--- src/rtl/odo_beat_counter.sv ---
`default_nettype none
`timescale 1ns/1ps
// ============================================================================
// Module   : odo_beat_counter
// Purpose  : Gates one stress/reference ring-oscillator pair and counts each
//            ring's rising edges over a programmable window. Optional DIFF
//            subtractor is built when ODO_BEAT_DIFF_EN is defined.
// Revision : 1.0 - initial release
// ============================================================================
module odo_beat_counter #(
    parameter int SETTLE_CYC = 8,
    parameter int CNT_W      = 16,
    parameter int WIN_W      = 16
) (
    input  logic             clk,
    input  logic             rst,
    input  logic             i_start,
    input  logic [WIN_W-1:0] i_win_len,
    input  logic             i_osc_stress,
    input  logic             i_osc_ref,
    output logic             o_osc_en,
    output logic             o_busy,
    output logic             o_done,
    output logic [CNT_W-1:0] o_cnt_stress,
    output logic [CNT_W-1:0] o_cnt_ref,
    output logic [CNT_W:0]   o_diff,
    output logic             o_ovf
);

    localparam int SET_W = (SETTLE_CYC < 2) ? 1 : $clog2(SETTLE_CYC + 1);

    typedef enum logic [1:0] {
        S_IDLE    = 2'd0,
        S_SETTLE  = 2'd1,
        S_MEASURE = 2'd2,
        S_DONE    = 2'd3
    } state_t;

    state_t             r_state;
    logic [SET_W-1:0]   r_settle;
    logic [WIN_W-1:0]   r_win;

    logic               r_s_meta, r_s_sync, r_s_hist;
    logic               r_r_meta, r_r_sync, r_r_hist;

    logic               w_s_rise, w_r_rise;
    logic               w_s_inc, w_r_inc;
    logic               w_s_sat, w_r_sat;
    logic [CNT_W-1:0]   w_s_nxt, w_r_nxt;
    logic               w_ovf_nxt;
    logic               w_accept;
    logic               w_to_done;

    // Synchronisers run continuously so edge history is always current
    always_ff @(posedge clk or posedge rst) begin
        if (rst) begin
            r_s_meta <= 1'b0;
            r_s_sync <= 1'b0;
            r_s_hist <= 1'b0;
            r_r_meta <= 1'b0;
            r_r_sync <= 1'b0;
            r_r_hist <= 1'b0;
        end else begin
            r_s_meta <= i_osc_stress;
            r_s_sync <= r_s_meta;
            r_s_hist <= r_s_sync;
            r_r_meta <= i_osc_ref;
            r_r_sync <= r_r_meta;
            r_r_hist <= r_r_sync;
        end
    end

    assign w_s_rise  = r_s_sync & ~r_s_hist;
    assign w_r_rise  = r_r_sync & ~r_r_hist;

    assign w_s_inc   = (r_state == S_MEASURE) && w_s_rise;
    assign w_r_inc   = (r_state == S_MEASURE) && w_r_rise;
    assign w_s_sat   = &o_cnt_stress;
    assign w_r_sat   = &o_cnt_ref;
    assign w_s_nxt   = (w_s_inc && !w_s_sat) ? o_cnt_stress + CNT_W'(1) : o_cnt_stress;
    assign w_r_nxt   = (w_r_inc && !w_r_sat) ? o_cnt_ref + CNT_W'(1) : o_cnt_ref;
    assign w_ovf_nxt = o_ovf | (w_s_inc & w_s_sat) | (w_r_inc & w_r_sat);

    assign w_accept  = (r_state == S_IDLE) && i_start;
    assign w_to_done = ((r_state == S_SETTLE) && (r_settle == SET_W'(1)) && (r_win == '0)) ||
                       ((r_state == S_MEASURE) && (r_win == WIN_W'(1)));

    // OSC_EN drops on entry to DONE; BUSY drops on leaving it
    always_ff @(posedge clk or posedge rst) begin
        if (rst) begin
            r_state      <= S_IDLE;
            r_settle     <= '0;
            r_win        <= '0;
            o_osc_en     <= 1'b0;
            o_busy       <= 1'b0;
            o_done       <= 1'b0;
            o_cnt_stress <= '0;
            o_cnt_ref    <= '0;
            o_ovf        <= 1'b0;
        end else begin
            o_done <= 1'b0;
            case (r_state)
                S_IDLE: begin
                    if (w_accept) begin
                        r_state      <= S_SETTLE;
                        r_settle     <= SET_W'(SETTLE_CYC);
                        r_win        <= i_win_len;
                        o_cnt_stress <= '0;
                        o_cnt_ref    <= '0;
                        o_ovf        <= 1'b0;
                        o_osc_en     <= 1'b1;
                        o_busy       <= 1'b1;
                    end
                end
                S_SETTLE: begin
                    if (r_settle == SET_W'(1)) begin
                        if (w_to_done) begin
                            r_state  <= S_DONE;
                            o_done   <= 1'b1;
                            o_osc_en <= 1'b0;
                        end else begin
                            r_state  <= S_MEASURE;
                        end
                    end else begin
                        r_settle <= r_settle - SET_W'(1);
                    end
                end
                S_MEASURE: begin
                    o_cnt_stress <= w_s_nxt;
                    o_cnt_ref    <= w_r_nxt;
                    o_ovf        <= w_ovf_nxt;
                    r_win        <= r_win - WIN_W'(1);
                    if (w_to_done) begin
                        r_state  <= S_DONE;
                        o_done   <= 1'b1;
                        o_osc_en <= 1'b0;
                    end
                end
                S_DONE: begin
                    o_busy  <= 1'b0;
                    r_state <= S_IDLE;
                end
                default: begin
                    r_state <= S_IDLE;
                end
            endcase
        end
    end

`ifdef ODO_BEAT_DIFF_EN
    logic [CNT_W:0] r_diff;
    logic [CNT_W:0] w_diff_nxt;

    // Uses the post-increment counts so DIFF is valid alongside DONE
    assign w_diff_nxt = {1'b0, w_s_nxt} - {1'b0, w_r_nxt};

    always_ff @(posedge clk or posedge rst) begin
        if (rst) begin
            r_diff <= '0;
        end else if (w_accept) begin
            r_diff <= '0;
        end else if (w_to_done) begin
            r_diff <= w_diff_nxt;
        end
    end

    assign o_diff = r_diff;
`else
    assign o_diff = '0;
`endif

endmodule
`default_nettype wire

--- config.mk ---
export PLATFORM = sky130hd
export DESIGN_NAME = odo_beat_counter
export DESIGN_NICKNAME = d
export VERILOG_FILES = /design/src/rtl/odo_beat_counter.sv
export SDC_FILE = /design/constraint.sdc
export NUM_CORES = 1
export LEC_CHECK = 0
export BUFFER_PORTS_ARGS = -buffer_cell sky130_fd_sc_hd__buf_2
export CORE_ASPECT_RATIO = 1.1
export CORE_UTILIZATION = 55
export CTS_CLUSTER_DIAMETER = 40
export DETAILED_ROUTE_END_ITERATION = 10
export PLACE_DENSITY = 0.89
export SYNTH_ARGS = -nofsm -noshare
export SYNTH_HDL_FRONTEND = slang
export SYNTH_SLANG_ARGS = --single-unit
--- constraint.sdc ---
create_clock -name clk -period 2.6 [get_ports clk]
set_input_delay 0.13 -clock clk [delete_from_list [all_inputs] [get_ports clk]]
set_output_delay 0.13 -clock clk [all_outputs]
set_load 0.01 [all_outputs]
Word-level counts from Yosys, hierarchy flattened
Cells that the tools add are included.
Widths: inputs -> output; s select.
Operators by class
  add/sub/neg operators: 4
  multiply operators: 0
  divide/modulo/power cells: 0
  order comparisons: 0
  eq/ne operators: 11
  shift-type cells: 0
  mux-type cells: 25
  bitwise gates (word level): 8
  reduce and logical (&&, ||, !) cells: 26
Operators by type and width (count)
  $pmux 16 s2: 3
  $mux 16: 4
  $add 16x1->16 const B: 2
  $reduce_and 16->1: 2
  $eq 16x1->1 const B: 1
  $logic_not 16->1: 1
  $sub 16x1->16 const B: 1
  $reduce_and 3->1: 5
  $ne 2x2->1 const B: 5
  $logic_and 1x1->1: 8
  $mux 4: 2
  $pmux 2 s4: 1
  $pmux 4 s2: 1
  $mux 1: 7
  $mux 2: 3
  $pmux 1 s2: 3
  $reduce_bool 2->1: 3
  $and 1x1->1: 4
  $eq 2x2->1 const B: 2
  $eq 4x1->1 const B: 1
  $reduce_and 2->1: 2
  $sub 4x1->4 const B: 1
  $pmux 1 s3: 1
  $reduce_bool 3->1: 1
  7 further kinds: 10
Word-level totals
  register bits: 64
  bits in latches: 0
  memory bits (writable): 0
  ROM bits: 0
  input port bits: 21
  output and inout port bits: 53
  word-level logic and storage cells: 89
  memories: 0

Longest topological paths before layout
Gate-level depths: netlist (run 1).
  word-level depth: 7
  depth in mapped cells: 9
  mapped depth without buffers: 7

Worst setup path before layout (run 1)
No wires, ideal clock.
  kind: register -> register
  from: register r_state[0]
  to: register o_cnt_ref[11]
  library setup time: 0.078 ns
  data arrival time: 2.289 ns
  required time: 2.522 ns
  path slack: 0.233 ns
  cell stages (with the launch flop): 10
  buffers on the path: 2
  period minus slack after synthesis: 2.367 ns
  cells stage by stage: dfrtp_1 inv_1 ha_1 nand2b_1 buf_2 nand4b_2 or4_1 clkbuf_1 or3_1 a21oi_1
On the way
  word-level cells in the longest chain between the ends: 5
  elaborated cells on any way between the ends: 10
  classes of those cells: 3 x eq/ne; 1 x mux; 6 x reduce/logical
Ends and longest elaborated chain
  start, declared: line 39  | state_t r_state;
  start signal, assigned: line 91  | r_state <= S_IDLE;
  start signal, assigned: line 105  | r_state <= S_SETTLE;
  start signal, assigned: line 118  | r_state <= S_DONE;
  $eq 2x2->1: line 77, 102
  $logic_and 1x1->1: line 77  | assign w_r_inc = (r_state == S_MEASURE) && w_r_rise;
  $logic_and 1x1->1: line 81  | assign w_r_nxt = (w_r_inc && !w_r_sat) ? o_cnt_ref + CNT_W'(1) : o_cnt_ref;
  $ne 2x2->1 (no line)
  $reduce_and 3->1 (no line)
  end signal, assigned: line 130  | o_cnt_ref <= w_r_nxt;
  end, declared: line 25  | output logic [CNT_W-1:0] o_cnt_ref,
Parallel ways exist; a longest one is shown, timed or not.
A chain may end at the register's enable or synchronous reset.

Worst setup path in the final report (run 1)
  from: register r_win[4]
  to: register r_win[15]
On the way
  word-level cells in the longest chain between the ends: 2
Ends and longest elaborated chain
  start, declared: line 41  | logic [WIN_W-1:0] r_win;
  start signal, assigned: line 107  | r_win <= i_win_len;
  start signal, assigned: line 132  | r_win <= r_win - WIN_W'(1);
  $sub 16x1->16: line 132
  $pmux 16 s2: line 102  | case (r_state)
No other way between the ends.

==> results by group, run 1 <==
Setup path
  • Worst reg2reg path depth: 5
  • Worst path slowest cell: or4_4
  • Worst R2R Start: r_win[4]
  • R2R Path End: r_win[15]
  • Most used cell, CP: or4_4
  • Critical Path AT: roughly 2.6 ns
  • CP max stage delay: between 0.5 and 0.6 ns
  • Reg2reg setup slack: 0.29 ns
  • Startpoint types: flop
  • Peak fanout along the critical path: 6
  • Critical path endpoint category: flop
  • Crit path buf inv count: 0
  • CP delay by family, top: simple AND/OR/NAND/NOR gates
  • Critical path depth: 5
  • Crit path required time: ~2.9 ns
  • Cell Chain, Critical Path: or4_4 > or4_4 > or3_1 > a21oi_1 > a2bb2oi_1
  • Worst setup path category: reg2reg

Detailed routing
  • WL/cell: between 10 and 15 µm
  • Router iterations before antenna repair: 4
  • DR vias: 3196
  • DR iter-0 viols: 189
  • Residual DRC: 0
  • Antenna viol nets, final: 0
  • Drt total wl: slightly below 8000 µm
  • Post-DR vias/cell: between 5 and 6

Pwr
  • Flop pwr share: 0.397
  • Worst vdd ir: 0.6491 mV
  • Net Sw Frac: 0.4046
  • Clk network pwr share: 0.229
  • Leak: around 1.9 nW
  • Pwr/cell area: 868.4 nW/µm²
  • Int Pwr: 0.002152 W
  • Combinational Power Share: 0.373
  • Switching pwr: between 0.001 and 0.0015 W

Clock tree
  • Cts repair resizes: 0
  • Num CTS Buffers: 9
  • Setup bufs post-CTS: 0
  • CTS root buf: clkbuf_8
  • Clock Latency Late Sink: 0.35 ns
  • Clock sinks: 64
  • TritonCTS clock tree: done
  • Maximum clock path buffer count: 2
  • Worst-path clk slew: roughly 0.070 ns
  • Hold_buf cts: 3
  • Depth of the CTS H-tree: 3

Place
  • Detailed Place HPWL: approximately 5600 µm
  • Routability congestion estimate: roughly 0.86
  • PortBufs: 56

Finish
  • Commonest non-fill, non-tap cell in the layout: dfrtp_1
  • Area growth from synthesis to layout: 13.87%
  • ANT cells: 0
  • Share of layout cells above drive strength 1: 0.1970
  • Nets: ~500
  • Most frequent cells in the layout: 64 x dfrtp_1, 56 x buf_2, 43 x nand2_1

Timing
  • Hold_ws: around 0.084 ns
  • Final setup vio count: 0
  • Setup tns final: 0 ns
  • RSZ-0062 raised after global routing: false
  • Slew HR: 0.5037
  • Final Hold Fails: 0
  • Clock period minus worst slack: about 2.3 ns
  • Final Cycle Share: 0.8872
  • Clk_skew: 0.006022 ns
  • Worst-Margin Slew: around 0.74 ns
  • Fin. max-slew vios: 0
  • Fmax: about 0.43 GHz

Global routing
  • Vias in the first global route: around 2900
  • Antenna violations before repair: 0
  • M3 GR Usage: 0.06073
  • First-pass GRT wire length: 12940 µm
  • Aggregate global routing overflow: 0
  • Largest net degree at the start of global routing: 28
  • Busiest grt layer: met2
  • Met2 GRT Util: 0.4009
  • Total track usage: 0.2446
  • Met1 GRT Util: 0.2965

Yosys
  • Top FF cell, synth: dfrtp_1
  • Yosys top cell area share: 0.4382
  • Synth area leaders: dfrtp_1 44%, a21oi_1 5.2%, nand2_1 4.4%, mux2i_1 3.8%, ha_1 3.8%
  • Biggest area consumer among synthesized cells: dfrtp_1
  • Distinct cells, synth: between 50 and 60
  • Register bit count reported by yosys: 64
  • YS warnings: 0
  • Syn Inst Count: between 400 and 500
  • Syn_area_per_cell: 8.980 µm²
  • Post-synth EDFFs: 0
  • Synth Cell Area: approximately 3700 µm²
  • Asr flop ratio synth: 1.000
  • Register area share after synthesis: 0.4382

Hold path
  • Hold depth: 3
  • Hold path start: i_win_len[7]
  • Worst Hold Path EP: r_win[7]
  • HP Class: in2reg

Die
  • Die area: 6976 µm²
  • Core footprint: roughly 6300 µm²
  • Initial Util: 0.5796
  • # rows: 30
  • # IOs: 74
  • Die Wd: between 70 and 80 µm
  • Vert. Die Dim: roughly 90 µm

Outcome
  • Status: finished clean

Flow run
  • Max Cap Violations: 0
## sequential cells by signal, summed over array words and instances, names as in the netlist, 2 cells and up
signal and flops:
r_settle 4, o_cnt_stress 16, r_state 2, o_cnt_ref 16, r_win 16
## final cells by class
cell class / instances / area (µm²)
Clock buffer: 10 / 127.6
Clock inverter: 6 / 60.06
Fill cell: 528 / 2145
Inverter: 14 / 52.55
Multi-Input combinational cell: 310 / 1842
Sequential cell: 64 / 1602
Tap cell: 80 / 100.1
Timing Repair Buffer: 68 / 377.9
## synth_stat cells, drive strengths merged (3+ instances only)
library cell  number
nand2             43
buf               22
dfrtp             64
a211oi             5
nor2              34
o21ai             22
xnor2             10
nand4             10
nand2b             5
o31ai              4
a21oi             38
ha                11
or4                7
nor4               7
nand3             17
nor3              10
and4               4
nor2b              3
o22ai             10
mux2i             14
inv               14
and3               6
clkbuf            12
or3                7
## worst register-to-register path: stages, from the launching register on
cell and delay (ns):
dfrtp_1 0.43, or4_4 0.58, or4_4 0.54, or3_1 0.34, a21oi_1 0.16, a2bb2oi_1 0.18
## worst max path at each step
stage	slack, ns	endpoint	start
detailed placement	0.29	r_win[15]	r_win[4]
floorplan	0.23	o_cnt_ref[11]	r_state[0]
CTS	0.30	r_win[15]	r_win[4]
global placement	0.37	o_cnt_ref[15]	r_state[0]
finish	0.29	r_win[15]	r_win[4]
global route	0.07	o_cnt_stress[7]	r_state[0]
## cells by family after synthesis
logic type,count (synthesis),synth area share
DFF,64,0.4382
xor gates and xnor gates,12,0.02876
and+or+nand+nor,162,0.2294
buffers and inverters,49,0.07429
AOI/OAI and AO/OA,94,0.1523
muxes,14,0.03834
other,1,0.001026
adders and majority gates,11,0.03766
## metal layers
| layer | vias up | routed length [µm] |
|---|---|---|
| met5 | - | 0 |
| met4 | 0 | 182 |
| met3 | 17 | 346 |
| met2 | 92 | 4006 |
| met1 | 1541 | 3403 |
| li1 | 1546 | - |
## power groups by stage
| stage | sequential [W] | clock, W | combinational, W |
|---|---|---|---|
| 2_1_floorplan | 0.00140 | 0 | 0.00107 |
| 3_3_place_gp | 0.00143 | 0 | 0.00128 |
| 3_5_place_dp | 0.00145 | 0 | 0.00134 |
| 4_1_cts | 0.00143 | 0.000837 | 0.00135 |
| 5_1_grt | 0.00147 | 0.000888 | 0.00152 |
| 6_report | 0.00144 | 0.000829 | 0.00135 |
## stage by stage
step | area [µm²] | instances | setup slack, ns | util | total power (W)
2_1_floorplan | 3715 | 423 | 0.2333 | - | 0.002471
3_3_place_gp | 3944 | 533 | 0.3713 | 0.6254 | 0.002710
3_5_place_dp | 3944 | 533 | 0.2945 | 0.6254 | 0.002780
4_1_cts | 4161 | 552 | 0.2960 | 0.6599 | 0.003611
5_1_grt | 4161 | 552 | 0.07389 | 0.6599 | 0.003880
6_report | 4161 | 552 | 0.2933 | 0.6599 | 0.003614
Power figures use the tool's default switching activity.
==> run 2, diff against run 1 <==
- BUFFER_PORTS_ARGS: -buffer_cell sky130_fd_sc_hd__buf_2 -> default
- CORE_UTILIZATION: 55 -> 64
- DONT_BUFFER_PORTS: default -> 1
==> results by group, run 2 (synthesis results as in run 1) <==
Outcome
  • Status: finished clean

Finish
  • Register area: ~1600 µm²
  • Commonest non-fill, non-tap cell in the layout: dfrtp_1
  • Fin cells: 495
  • Most frequent cells in the layout: 64 x dfrtp_1, 43 x nand2_1, 38 x a21oi_1
  • Top Registers: o_cnt_ref (16), o_cnt_stress (16), r_win (16)
  • Area growth from synthesis to layout: 6.881%
  • ANT cells: 0
  • Share of layout cells above drive strength 1: 0.09048
  • # fillers: 400
  • Nets: approximately 450
  • Area taken by multi-input logic gates: between 1500 and 2000 µm²
  • Post-layout instance area: slightly below 4000 µm²

Pwr
  • Total power: around 0.0035 W
  • Pwr/cell area: approximately 900 nW/µm²
  • Worst vdd ir: between 0.7 and 0.8 mV
  • Leak: 1.693 nW

Detailed routing
  • DR vias: 3063
  • WL/cell: ~16 µm
  • Residual DRC: 0
  • Post-DR vias/cell: between 6 and 7
  • DR iter-0 viols: between 200 and 250
  • Drt total wl: slightly below 8000 µm
  • Antenna viol nets, final: 0
  • Router iterations before antenna repair: 5

Die
  • # IOs: 74
  • Initial Util: 0.6730
  • Core footprint: roughly 5400 µm²
  • Die area: about 6000 µm²
  • # rows: 28
  • Die Wd: 74.05 µm
  • Vert. Die Dim: ~81 µm

Timing
  • Fmax: around 0.43 GHz
  • RSZ-0062 raised after global routing: false
  • Final Cycle Share: 0.8923
  • Final setup vio count: 0
  • Clock period minus worst slack: roughly 2.3 ns
  • Slew HR: 0.5016
  • Worst-Margin Slew: ~0.75 ns
  • Fin. max-slew vios: 0
  • Setup tns final: 0 ns
  • Hold_ws: 0.01156 ns
  • Final Hold Fails: 0
  • Clk_skew: between 0.01 and 0.015 ns

Clock tree
  • Maximum clock path buffer count: 2
  • CTS root buf: clkbuf_8
  • Setup bufs post-CTS: 0
  • Hold_buf cts: 7
  • Num CTS Buffers: 9
  • Clock Latency Late Sink: 0.35 ns
  • Worst-path clk slew: ~0.060 ns
  • TritonCTS clock tree: done
  • Clock sinks: between 60 and 70
  • Depth of the CTS H-tree: 3
  • Cts repair resizes: 0

Setup path
  • Worst setup path category: reg2reg
  • Crit path required time: approximately 2.8 ns
  • Peak fanout along the critical path: 6
  • Critical Path AT: 2.53 ns
  • Critical path endpoint category: flop
  • Startpoint types: flop

Place
  • PortBufs: 0
  • Routability congestion estimate: slightly above 0.8
  • Placed cell count: 473
  • Detailed Place HPWL: between 5000 and 6000 µm
  • Post-DP Area: ~3700 µm²

Global routing
  • Largest net degree at the start of global routing: 37
  • Met2 GRT Util: 0.4627
  • Met1 GRT Util: 0.3457
  • Aggregate global routing overflow: 0
  • M3 GR Usage: 0.06452
  • First-pass GRT wire length: 12820 µm
  • Antenna violations before repair: 0
  • Vias in the first global route: 2923
  • Busiest grt layer: met2
  • Total track usage: 0.2831

Hold path
  • HP Class: in2reg

Flow run
  • Max Cap Violations: 0
## run 2: cell types whose count changed in the layout (fill, tap and decap cells not counted)
cell / delta
buf_2: -56
bufinv_16: -1
clkbuf_8: +2
dlygate4sd3_1: +4
clkinv_2: +1
clkbuf_1: -1
clkinvlp_4: -2
buf_4: +1
## run 2: final timing paths
| check | from | endpoint | slack, ns | cells past startpoint |
|---|---|---|---|---|
| hold / removal | i_win_len[9] | r_win[9] | 0.01 | 2 |
| setup / recovery | r_win[4] | o_osc_en | 0.28 | 5 |
| max in group asynchronous | rst | o_cnt_stress[9] | 1.47 | 3 |
| setup reg to reg | r_win[4] | o_osc_en | 0.28 | 5 |
| hold reg to reg | r_r_meta | r_r_sync | 0.36 | 0 |
| min in group asynchronous | rst | o_cnt_ref[12] | 0.38 | 2 |
## run 2: metrics by stage
stage,worst slack [ns],utilization
after floorplan,0.2333,-
after global placement,0.3782,0.6749
after detailed placement,0.3096,0.6749
after CTS,0.2969,0.7194
after global routing,0.06039,0.7194
final,0.2799,0.7194
## run 2: layout make-up
cell class	instances	area share
multi-input combinational	310	0.4715
sequential	64	0.4100
clock buffer	11	0.03876
timing repair buffer	17	0.03716
tap	75	0.02402
inverter	14	0.01345
clock inverter	4	0.005125
## run 2: worst max-delay path, stage by stage (launching register included)
cell and delay, ns:
dfrtp_1 0.44, or4_4 0.58, or2_2 0.34, or3_1 0.45
o31ai_1 0.27, o31ai_1 0.12
## run 2: layer usage
layer / wire [µm] / vias to the layer above
met5: 0 / -
met4: 187 / 0
met3: 493 / 16
met2: 3958 / 114
met1: 3211 / 1484
li1: - / 1449
## run 2: report_power, final
group	internal [W]	total (W)	switching (W)	leakage, nW
logic	0.000491	0.00130	0.000812	0.787
clock network	0.000385	0.000753	0.000368	0.0947
registers	0.00120	0.00146	0.000263	0.811
==> run 3, diff against run 2 <==
==> constraint.sdc (replaced) <==
create_clock -name clk -period 2.6 [get_ports clk]
set_input_delay 0.13 -clock clk [delete_from_list [all_inputs] [get_ports clk]]
set_output_delay 0.13 -clock clk [all_outputs]
set_load 0.005 [all_outputs]
==> results by group, run 3 (synthesis results as in run 1) <==
Clock tree
  • Maximum clock path buffer count: 2
  • Clock sinks: 64
  • Depth of the CTS H-tree: 3
  • TritonCTS clock tree: done
  • Num CTS Buffers: 9
  • Cts repair resizes: 0
  • Worst-path clk slew: around 0.070 ns
  • Clock Latency Late Sink: ~0.35 ns
  • CTS root buf: clkbuf_8

Finish
  • Area taken by multi-input logic gates: about 1800 µm²
  • Area growth from synthesis to layout: 8.422%
  • Register area: 1602 µm²
  • Nets: 449
  • # fillers: slightly below 400
  • Fin cells: roughly 500
  • Commonest non-fill, non-tap cell in the layout: dfrtp_1
  • Top Registers: o_cnt_ref (16), o_cnt_stress (16), r_win (16)
  • Core Util, Final: 0.7297
  • ANT cells: 0
  • Most frequent cells in the layout: 64 x dfrtp_1, 43 x nand2_1, 38 x a21oi_1
  • Share of layout cells above drive strength 1: 0.09005

Timing
  • RSZ-0062 raised after global routing: false
  • Fin. max-slew vios: 0
  • Slew HR: 0.5014
  • Clock period minus worst slack: about 2.3 ns
  • Worst-Margin Slew: between 0.7 and 0.8 ns
  • Setup tns final: 0 ns
  • Fmax: around 0.43 GHz
  • Clk_skew: around 0.014 ns
  • Final Cycle Share: 0.8941
  • Final Hold Fails: 0
  • Final setup vio count: 0

Global routing
  • Vias in the first global route: between 2000 and 3000
  • First-pass GRT wire length: approximately 13000 µm
  • Total track usage: 0.2886
  • Largest net degree at the start of global routing: 37
  • Aggregate global routing overflow: 0
  • Antenna violations before repair: 0

Setup path
  • Crit path required time: roughly 2.8 ns
  • Peak fanout along the critical path: 16
  • Critical path endpoint category: flop
  • Critical Path AT: ~2.6 ns
  • Startpoint types: flop
  • Worst setup path category: reg2reg

Place
  • Placed cell count: between 400 and 500
  • PortBufs: 0
  • Detailed Place HPWL: between 5000 and 6000 µm
  • Routability congestion estimate: between 0.8 and 0.9

Detailed routing
  • Antenna viol nets, final: 0
  • Drt total wl: 7980 µm
  • Post-DR vias/cell: 6.185
  • DR vias: roughly 3100
  • DR iter-0 viols: around 210
  • WL/cell: 16.06 µm
  • Router iterations before antenna repair: 5
  • Residual DRC: 0

Die
  • Die Wd: around 74 µm
  • Initial Util: 0.6730
  • Die area: between 6000 and 7000 µm²
  • # IOs: 74
  • # rows: 28
  • Core footprint: approximately 5400 µm²
  • Vert. Die Dim: 81.26 µm

Pwr
  • Net Sw Frac: 0.3917
  • Int Pwr: between 0.002 and 0.0025 W
  • Worst vdd ir: about 0.68 mV
  • Flop pwr share: 0.395
  • Combinational Power Share: 0.355
  • Leak: approximately 1.7 nW
  • Switching pwr: 0.001443 W
  • Pwr/cell area: 929.8 nW/µm²
  • Clk network pwr share: 0.251

Outcome
  • Status: finished clean

Hold path
  • HP Class: in2reg

Flow run
  • Max Cap Violations: 0
run 3: changes by cell type in the layout (fill, tap and decap cells not counted):
cell / delta
clkinv_2: -3
clkbuf_8: +2
bufinv_16: +1
clkbuf_1: +1
dlygate4sd3_1: +1
run 3: final cells by class:
class / instances / area share
clock buffers: 14 / 0.04610
clock inverters: 2 / 0.008841
flip-flops and latches: 64 / 0.4042
well taps: 75 / 0.02368
multi-input cells: 310 / 0.4648
repair buffers: 18 / 0.03915
inverters: 14 / 0.01326
run 3: routing by layer:
layer | GRT usage | routed length [µm] | part of all wire
met5 | 0 | 0 | 0
met4 | 0.1269 | 122 | 0.015
met3 | 0.09305 | 537 | 0.067
met2 | 0.4800 | 4079 | 0.51
met1 | 0.3390 | 3240 | 0.41
run 3: repair_timing:
| action | 4_1_cts | 5_1_grt |
|---|---|---|
| endpoints found under the setup margin | 0 | 0 |
| buffers inserted | 0 | 0 |
| hold buffers | 8 | 0 |
| hold endpoints to repair | 41 | 0 |
run 3: final timing paths:
kind,start,end,slack [ns],cells past startpoint
setup / recovery,r_state[0],o_cnt_stress[7],0.28,8
hold / removal,i_win_len[9],r_win[9],0.006,2
setup reg to reg,r_state[0],o_cnt_stress[7],0.28,8
hold reg to reg,r_r_meta,r_r_sync,0.36,0
max in group asynchronous,rst,o_busy,1.45,3
min in group asynchronous,rst,o_cnt_ref[12],0.39,2
run 3: power groups by stage:
stage | clock, W | sequential [W] | combinational (W)
final | 0.000924 | 0.00145 | 0.00131
after global routing | 0.000975 | 0.00148 | 0.00148
after CTS | 0.000925 | 0.00144 | 0.00129
after detailed placement | 0 | 0.00146 | 0.00127
after global placement | 0 | 0.00144 | 0.00121
after floorplan | 0 | 0.00139 | 0.00106
run 3: stage by stage:
stage | area (µm²) | worst slack [ns] | hold WS (ns) | total power, W
2_1_floorplan | 3715 | 0.2333 | 0.1614 | 0.002454
3_3_place_gp | 3665 | 0.3783 | 0.1615 | 0.002653
3_5_place_dp | 3665 | 0.3098 | 0.1615 | 0.002734
4_1_cts | 3963 | 0.3020 | 0.003052 | 0.003660
5_1_grt | 3963 | 0.01804 | 0.000008354 | 0.003942
6_report | 3963 | 0.2755 | 0.005767 | 0.003684
run 3: critical path, stage by stage (launching register included):
cell and delay (ns):
dfrtp_1 0.44, inv_1 0.11, ha_1 0.29, nand2b_1 0.15
buf_4 0.23, nand3_1 0.21, a2111oi_0 0.55, xnor2_1 0.18
nor2_1 0.05
